`config.mk`:
```
export PLATFORM = sky130hd
export DESIGN_NAME = mmio_uart_tx_flat
export DESIGN_NICKNAME = d
export VERILOG_FILES = /design/src/rtl/mmio_uart_pkg.sv /design/src/rtl/mmio_uart_tx_if.sv /design/src/rtl/mmio_uart_tx_sync_fifo.sv /design/src/rtl/mmio_uart_tx.sv /design/src/flat_wrapper.sv
export SDC_FILE = /design/constraint.sdc
export NUM_CORES = 1
export LEC_CHECK = 0
export CORE_MARGIN = 8
export CORE_UTILIZATION = 52
export DETAILED_ROUTE_END_ITERATION = 6
export PLACE_DENSITY = 0.93
export SETUP_SLACK_MARGIN = 0.15
export SYNTH_ARGS = -nofsm -noshare
export SYNTH_HDL_FRONTEND = slang
export SYNTH_SLANG_ARGS = --single-unit
```
`constraint.sdc`:
```
create_clock -name clk -period 6.8 [get_ports clk]
set_input_delay 1.36 -clock clk [delete_from_list [all_inputs] [get_ports clk]]
set_output_delay 1.36 -clock clk [all_outputs]
set_load 0.005 [all_outputs]
```
`src/rtl/mmio_uart_pkg.sv`:
```
// rtl/mmio_uart_pkg.sv - register map, STATUS layout and FSM state type for the MMIO UART transmitter
package mmio_uart_pkg;

   // Register offsets are word indices taken from ALUResult[3:2]
   localparam logic [1:0] OFF_TXDATA = 2'd0;
   localparam logic [1:0] OFF_STATUS = 2'd1;
   localparam logic [1:0] OFF_CTRL   = 2'd2;
   localparam logic [1:0] OFF_DROPS  = 2'd3;

   localparam int STAT_FULL      = 0;
   localparam int STAT_EMPTY     = 1;
   localparam int STAT_BUSY      = 2;
   localparam int STAT_COUNT_LSB = 8;
   localparam int STAT_COUNT_W   = 8;

   typedef enum logic [1:0] {
      IDLE  = 2'd0,
      START = 2'd1,
      DATA  = 2'd2,
      STOP  = 2'd3
   } uart_state_t;

   function automatic logic [31:0] status_word(
      input logic                    full,
      input logic                    empty,
      input logic                    busy,
      input logic [STAT_COUNT_W-1:0] count
   );
      logic [31:0] s;
      s                                   = '0;
      s[STAT_FULL]                        = full;
      s[STAT_EMPTY]                       = empty;
      s[STAT_BUSY]                        = busy;
      s[STAT_COUNT_LSB +: STAT_COUNT_W]   = count;
      return s;
   endfunction

endpackage

```
`src/rtl/mmio_uart_tx_if.sv`:
```
// rtl/mmio_uart_tx_if.sv - core data-memory bus as seen by the UART register window
interface mmio_uart_tx_if;
   logic        MemWrite;
   logic [31:0] ALUResult;
   logic [31:0] WriteData;
   logic        Sel;
   logic [31:0] RdData;

   modport master (
      output MemWrite,
      output ALUResult,
      output WriteData,
      input  Sel,
      input  RdData
   );

   modport slave (
      input  MemWrite,
      input  ALUResult,
      input  WriteData,
      output Sel,
      output RdData
   );
endinterface

```
`src/rtl/mmio_uart_tx_sync_fifo.sv`:
```
// rtl/mmio_uart_tx_sync_fifo.sv - single-clock FIFO; push while full and pop while empty are ignored
module sync_fifo #(
   parameter int WIDTH = 8,
   parameter int DEPTH = 4,
   localparam int AW   = (DEPTH > 1) ? $clog2(DEPTH) : 1,
   localparam int CW   = $clog2(DEPTH) + 1
) (
   input  logic             clk,
   input  logic             reset,
   input  logic             push,
   input  logic             pop,
   input  logic [WIDTH-1:0] din,
   output logic [WIDTH-1:0] dout,
   output logic             full,
   output logic             empty,
   output logic [CW-1:0]    count
);

   logic [WIDTH-1:0] r_mem [DEPTH];
   logic [AW-1:0]    r_wr_ptr;
   logic [AW-1:0]    r_rd_ptr;
   logic [CW-1:0]    r_count;
   logic             w_do_push;
   logic             w_do_pop;

   function automatic logic [AW-1:0] ptr_next(input logic [AW-1:0] p);
      return (p == AW'(DEPTH - 1)) ? '0 : p + 1'b1;
   endfunction

   // Full/empty come from the pre-edge count, so a pop cannot make room for a same-cycle push
   assign full      = (r_count == CW'(DEPTH));
   assign empty     = (r_count == '0);
   assign count     = r_count;
   assign dout      = r_mem[r_rd_ptr];
   assign w_do_push = push && !full;
   assign w_do_pop  = pop && !empty;

   always_ff @(posedge clk or negedge reset) begin
      if (!reset) begin
         r_wr_ptr <= '0;
         r_rd_ptr <= '0;
         r_count  <= '0;
      end else begin
         if (w_do_push)
            r_wr_ptr <= ptr_next(r_wr_ptr);
         if (w_do_pop)
            r_rd_ptr <= ptr_next(r_rd_ptr);
         case ({w_do_push, w_do_pop})
            2'b10:   r_count <= r_count + 1'b1;
            2'b01:   r_count <= r_count - 1'b1;
            default: r_count <= r_count;
         endcase
      end
   end

   always_ff @(posedge clk) begin
      if (w_do_push)
         r_mem[r_wr_ptr] <= din;
   end

endmodule

```
`src/rtl/mmio_uart_tx.sv`:
```
// rtl/mmio_uart_tx.sv - memory-mapped 8N1 UART transmitter: address decode, CTRL/DROPS, read mux, TX FSM
module mmio_uart_tx
   import mmio_uart_pkg::*;
#(
   parameter logic [31:0] BASE_ADDR    = 32'hFFFF_0000,
   parameter int          CLKS_PER_BIT = 16,
   parameter int          FIFO_DEPTH   = 4
) (
   input  logic         clk,
   input  logic         reset,
   mmio_uart_tx_if.slave bus,
   output logic         tx
);

   localparam int              CW       = $clog2(FIFO_DEPTH) + 1;
   localparam int              CNT_W    = $clog2(CLKS_PER_BIT);
   localparam logic [CNT_W-1:0] CNT_LAST = CNT_W'(CLKS_PER_BIT - 1);

   logic             w_sel;
   logic [1:0]       w_off;
   logic             w_wr;
   logic             w_push_req;
   logic             w_drop;
   logic             w_pop;
   logic             w_full;
   logic             w_empty;
   logic [CW-1:0]    w_count;
   logic [7:0]       w_dout;
   logic             w_bit_end;
   logic             w_busy;
   logic             w_unused;

   logic             r_enable;
   logic [7:0]       r_drops;
   uart_state_t      r_state;
   logic [CNT_W-1:0] r_clk_cnt;
   logic [2:0]       r_bit_idx;
   logic [7:0]       r_shift;
   logic             r_tx;

   assign w_sel      = (bus.ALUResult[31:4] == BASE_ADDR[31:4]);
   assign w_off      = bus.ALUResult[3:2];
   assign w_wr       = bus.MemWrite && w_sel;
   assign w_push_req = w_wr && (w_off == OFF_TXDATA);
   assign w_drop     = w_push_req && w_full;
   assign w_bit_end  = (r_clk_cnt == CNT_LAST);
   assign w_busy     = (r_state != IDLE);
   assign w_unused   = ^{bus.ALUResult[1:0], bus.WriteData[31:8]};

   // A new byte is taken either from idle or on the final stop-bit cycle, which makes frames contiguous
   assign w_pop = r_enable && !w_empty &&
                  ((r_state == IDLE) || ((r_state == STOP) && w_bit_end));

   sync_fifo #(
      .WIDTH (8),
      .DEPTH (FIFO_DEPTH)
   ) u_fifo (
      .clk   (clk),
      .reset (reset),
      .push  (w_push_req && !w_full),
      .pop   (w_pop),
      .din   (bus.WriteData[7:0]),
      .dout  (w_dout),
      .full  (w_full),
      .empty (w_empty),
      .count (w_count)
   );

   assign bus.Sel = w_sel;

   always_comb begin
      bus.RdData = '0;
      if (w_sel) begin
         case (w_off)
            OFF_STATUS: bus.RdData = status_word(w_full, w_empty, w_busy, STAT_COUNT_W'(w_count));
            OFF_CTRL:   bus.RdData = {31'd0, r_enable};
            OFF_DROPS:  bus.RdData = {24'd0, r_drops};
            default:    bus.RdData = '0;
         endcase
      end
   end

   always_ff @(posedge clk or negedge reset) begin
      if (!reset) begin
         r_enable <= 1'b0;
         r_drops  <= '0;
      end else begin
         if (w_wr && (w_off == OFF_CTRL))
            r_enable <= bus.WriteData[0];
         if (w_wr && (w_off == OFF_DROPS))
            r_drops <= '0;
         else if (w_drop && (r_drops != 8'hFF))
            r_drops <= r_drops + 8'd1;
      end
   end

   always_ff @(posedge clk or negedge reset) begin
      if (!reset) begin
         r_state   <= IDLE;
         r_clk_cnt <= '0;
         r_bit_idx <= '0;
         r_shift   <= '0;
         r_tx      <= 1'b1;
      end else begin
         if (r_state != IDLE)
            r_clk_cnt <= w_bit_end ? '0 : r_clk_cnt + 1'b1;
         case (r_state)
            IDLE: begin
               if (w_pop) begin
                  r_shift <= w_dout;
                  r_state <= START;
                  r_tx    <= 1'b0;
               end
            end
            START: begin
               if (w_bit_end) begin
                  r_state   <= DATA;
                  r_bit_idx <= '0;
                  r_tx      <= r_shift[0];
               end
            end
            DATA: begin
               // Shift register consumes one bit per boundary; r_shift[1] is the next bit out
               if (w_bit_end) begin
                  if (r_bit_idx == 3'd7) begin
                     r_state <= STOP;
                     r_tx    <= 1'b1;
                  end else begin
                     r_bit_idx <= r_bit_idx + 3'd1;
                     r_shift   <= {1'b0, r_shift[7:1]};
                     r_tx      <= r_shift[1];
                  end
               end
            end
            STOP: begin
               if (w_bit_end) begin
                  if (w_pop) begin
                     r_shift <= w_dout;
                     r_state <= START;
                     r_tx    <= 1'b0;
                  end else begin
                     r_state <= IDLE;
                     r_tx    <= 1'b1;
                  end
               end
            end
            default: begin
               r_state <= IDLE;
               r_tx    <= 1'b1;
            end
         endcase
      end
   end

   assign tx = r_tx;

endmodule

```
`src/flat_wrapper.sv`:
```
// flat-port wrapper written by rule: the top's interface ports become plain ports
module mmio_uart_tx_flat import mmio_uart_pkg::*;
#(
   parameter logic [31:0] BASE_ADDR    = 32'hFFFF_0000,
   parameter int          CLKS_PER_BIT = 16,
   parameter int          FIFO_DEPTH   = 4
)
  (clk, reset, tx, bus_MemWrite, bus_ALUResult, bus_WriteData, bus_Sel, bus_RdData);
  mmio_uart_tx_if bus_i ();
  input  logic clk;
  input  logic reset;
  output logic tx;
  input wire logic [$bits(bus_i.MemWrite)-1:0] bus_MemWrite;
  input wire logic [$bits(bus_i.ALUResult)-1:0] bus_ALUResult;
  input wire logic [$bits(bus_i.WriteData)-1:0] bus_WriteData;
  output wire logic [$bits(bus_i.Sel)-1:0] bus_Sel;
  output wire logic [$bits(bus_i.RdData)-1:0] bus_RdData;
  assign bus_i.MemWrite = bus_MemWrite;
  assign bus_i.ALUResult = bus_ALUResult;
  assign bus_i.WriteData = bus_WriteData;
  assign bus_Sel = bus_i.Sel;
  assign bus_RdData = bus_i.RdData;
  mmio_uart_tx #(.BASE_ADDR(BASE_ADDR), .CLKS_PER_BIT(CLKS_PER_BIT), .FIFO_DEPTH(FIFO_DEPTH)) u_core (.clk(clk), .reset(reset), .bus(bus_i), .tx(tx));
endmodule
```
==> qor.yml <==
cts:
  cts_hold_buf: 0
  cts.sinks: 66
  tritoncts: "done"
  post_cts_resized: 0
  numCtsBuffers: 9
  clk_pin_slew_ns: 0.07
  postCtsSetupBuffers: 0
  clockRootBuffer: "clkbuf_8"
  htreeDepth: 3
  clk-insertion-delay-late_ns: 0.34
  clk_path_buf_depth: 2
run:
  drv_cap: 0
global_route:
  grt_pass1_vias: 2420
  grt_antenna_before_repair: 0
  grt_use_total_pct: 15.42
  grt_overflow_total: 0
  grt_pass1_wl_um: 11870
  grt_start_max_net_pins: 35
synth:
  synthTopCellsByArea: "edfxtp_1 27%, dfrtp_1 23%, ha_1 5.6%"
  synth_xor_area_share_pct: 1.463
  ys_types: 63
  ys_warn_count: 0
  synth-seq-cells: 66
  seq_area_frac_synth_pct: 50.47
  synth_mux_area_share_pct: 10.28
  netlist_area_um2: 3592
  synthAdderAreaFrac_pct: 6.130
  synth-edff-count: 32
  synth_top_family_by_area: "simple AND/OR/NAND/NOR gates"
  synth_top_area_share_pct: 26.75
  async_flop_share_pct: 51.52
  synth_compound_area_share_pct: 8.708
  syn_area_per_cell_um2: 12.22
  synth-simple-area-share_pct: 16.13
  synth_flop_cell: "dfrtp_1"
  synth_top_area_cell: "edfxtp_1"
  syn_inst: 294
timing:
  hold_slack_ns: 0.5009
  rsz0062_at_grt: "false"
  worst_pin_slew_ns: 0.9372
  maxSlewHeadroom_pct: 37.52
  fmax_ghz: 0.1981
  fin_crit_ns: 5.047
  fin_tns_setup_ns: 0
  hold_violations: 0
  slew_viol_final: 0
  skew_ns: 0.008352
  fin_crit_sh_pct: 74.22
  setup_violations: 0
layout:
  final_common_cell: "clkdlybuf4s50_1"
  multi_input_area_um2: 1613
  area_growth_pct: 20.83
  finalNetCount: 435
  final_cells: 436
  layout_common_cells: "53 x clkdlybuf4s50_1, 33 x dfrtp_1, 32 x edfxtp_1, 24 x nand2_1, 21 x conb_1"
  register_area_um2: 1813
  n_antenna_cell: 0
  nFillCells: 481
  fin_area_um2: 4340
  drive_above_1_share_pct: 15.45
floorplanning:
  die-area_um2: 9824
  start_util_pct: 53.17
  die_x_um: 99.12
  rows: 30
  io_pins: 101
  fp.coreArea_um2: 6756
  die_height_um: 99.12
outcome:
  status: "finished, final reports clean"
critical_path:
  crit_start: "bus_ALUResult[13]"
  reg2reg_from: "u_core.r_state[1]"
  startpoint_type: "input pin"
  worstPathRequired_ns: 5.44
  crit_type: "in2out"
  end_kind: "primary output"
  crit_arrival_ns: 3.69
  path_max_fanout: 7
power:
  irDropWorstVdd_uv: 145.4
  power_density_nw_per_um2: 191.6
  leakagePower_nw: 1.696
placement:
  postPlaceCellArea_um2: 4116
  io_buffers: 53
  gp_congestion: 0.8469
  hpwl_um: 5557
  dp.cells: 420
hold_path:
  min_path_type: "reg2reg"
  hp-start: "u_core.r_shift[3]"
route:
  ant_nets: 0
  wl_um: 7450
  via_per_inst: 5.580
  drc: 0
  drt_first_iter_violations: 118
  dr_total_vias: 2433
  dr.pass1.iters: 4
  post_drt_wl_per_cell_um: 17.09
## final timing paths
check	endpoint	slack (ns)	cells after the start
max	bus_RdData[10]	1.75	8
min	u_core.r_shift[3]	0.50	2
min in group asynchronous	u_core.r_clk_cnt[2]	1.42	2
min reg2reg	u_core.r_shift[3]	0.50	2
max reg2reg	u_core.u_fifo.count[2]	4.26	10
max in group asynchronous	u_core.tx	5.04	2
## stage by stage
stage               utilization (%)  setup slack (ns)  total power [mW]
floorplan                         -             2.865            0.4455
global route                  64.24             1.628            0.8547
global placement              60.93             1.791            0.4687
CTS                           64.24             1.740            0.8370
finish                        64.24             1.753            0.8316
detailed placement            60.93             1.755            0.4702
## power by group
part           switching (mW)  internal, mW
registers            0.000409         0.419
clock network           0.160         0.209
logic                  0.0190        0.0238
total                   0.179         0.652
## routing by layer
| layer | up-vias | GRT usage [%] | share of wire (%) |
|---|---|---|---|
| met3 | 21 | 3.352 | 5.4 |
| met5 | - | 0 | 0 |
| met2 | 80 | 26.51 | 52 |
| met1 | 1180 | 17.15 | 39 |
| met4 | 0 | 9.430 | 3.1 |
| li1 | 1152 | - | - |
## cell usage after synthesis, drive strengths merged, types with 4 or more instances
cell type	instances
a21oi	9
a22o	4
and2	8
buf	25
dfrtp	33
edfxtp	32
ha	16
inv	14
mux2	9
mux2i	8
mux4	8
nand2	24
nand3	5
nand4	5
nor2	13
nor3	8
nor4	7
o21ai	14
or2	4
xnor2	4
## state kept, by name, summed over array words and instances (netlist names)
signal / cells
u_core.r_clk_cnt: 4
u_core.u_fifo.count: 3
u_core.tx: 1
u_core.u_fifo.r_mem: 32
u_core.r_bit_idx: 3
u_core.u_fifo.r_wr_ptr: 2
u_core.u_fifo.r_rd_ptr: 2
u_core.r_drops: 8
u_core.r_state: 2
u_core.r_shift: 8
u_core.r_enable: 1
## cells by family (layout without fill, tap and decap cells)
family                   Yosys count  after routing
AND/OR/NAND/NOR                   91             91
flip-flops                        66             66
multiplexers                      25             25
AO/OA/AOI/OAI                     46             46
XOR/XNOR                           6              6
other                              1             21
buffers and inverters             42             84
adder cells (fa/ha/maj)           17             17
## layout make-up
class	count	share of cell area [%]
Clock buffer	9	2.854
Clock inverter	7	2.306
Inverter	14	1.211
Multi-Input combinational cell	206	37.16
Sequential cell	66	41.77
Tap cell	80	2.306
Timing Repair Buffer	54	12.40
## critical path, cell delays in order
cell and delay, ns:
clkdlybuf4s50_1 0.45, nor4b_4 0.33, nand4_4 0.19, or2_4 0.33, inv_1 0.11, nand2_1 0.13
nor3b_1 0.25, clkdlybuf4s50_1 0.54
(Power assumes the default switching activity.)
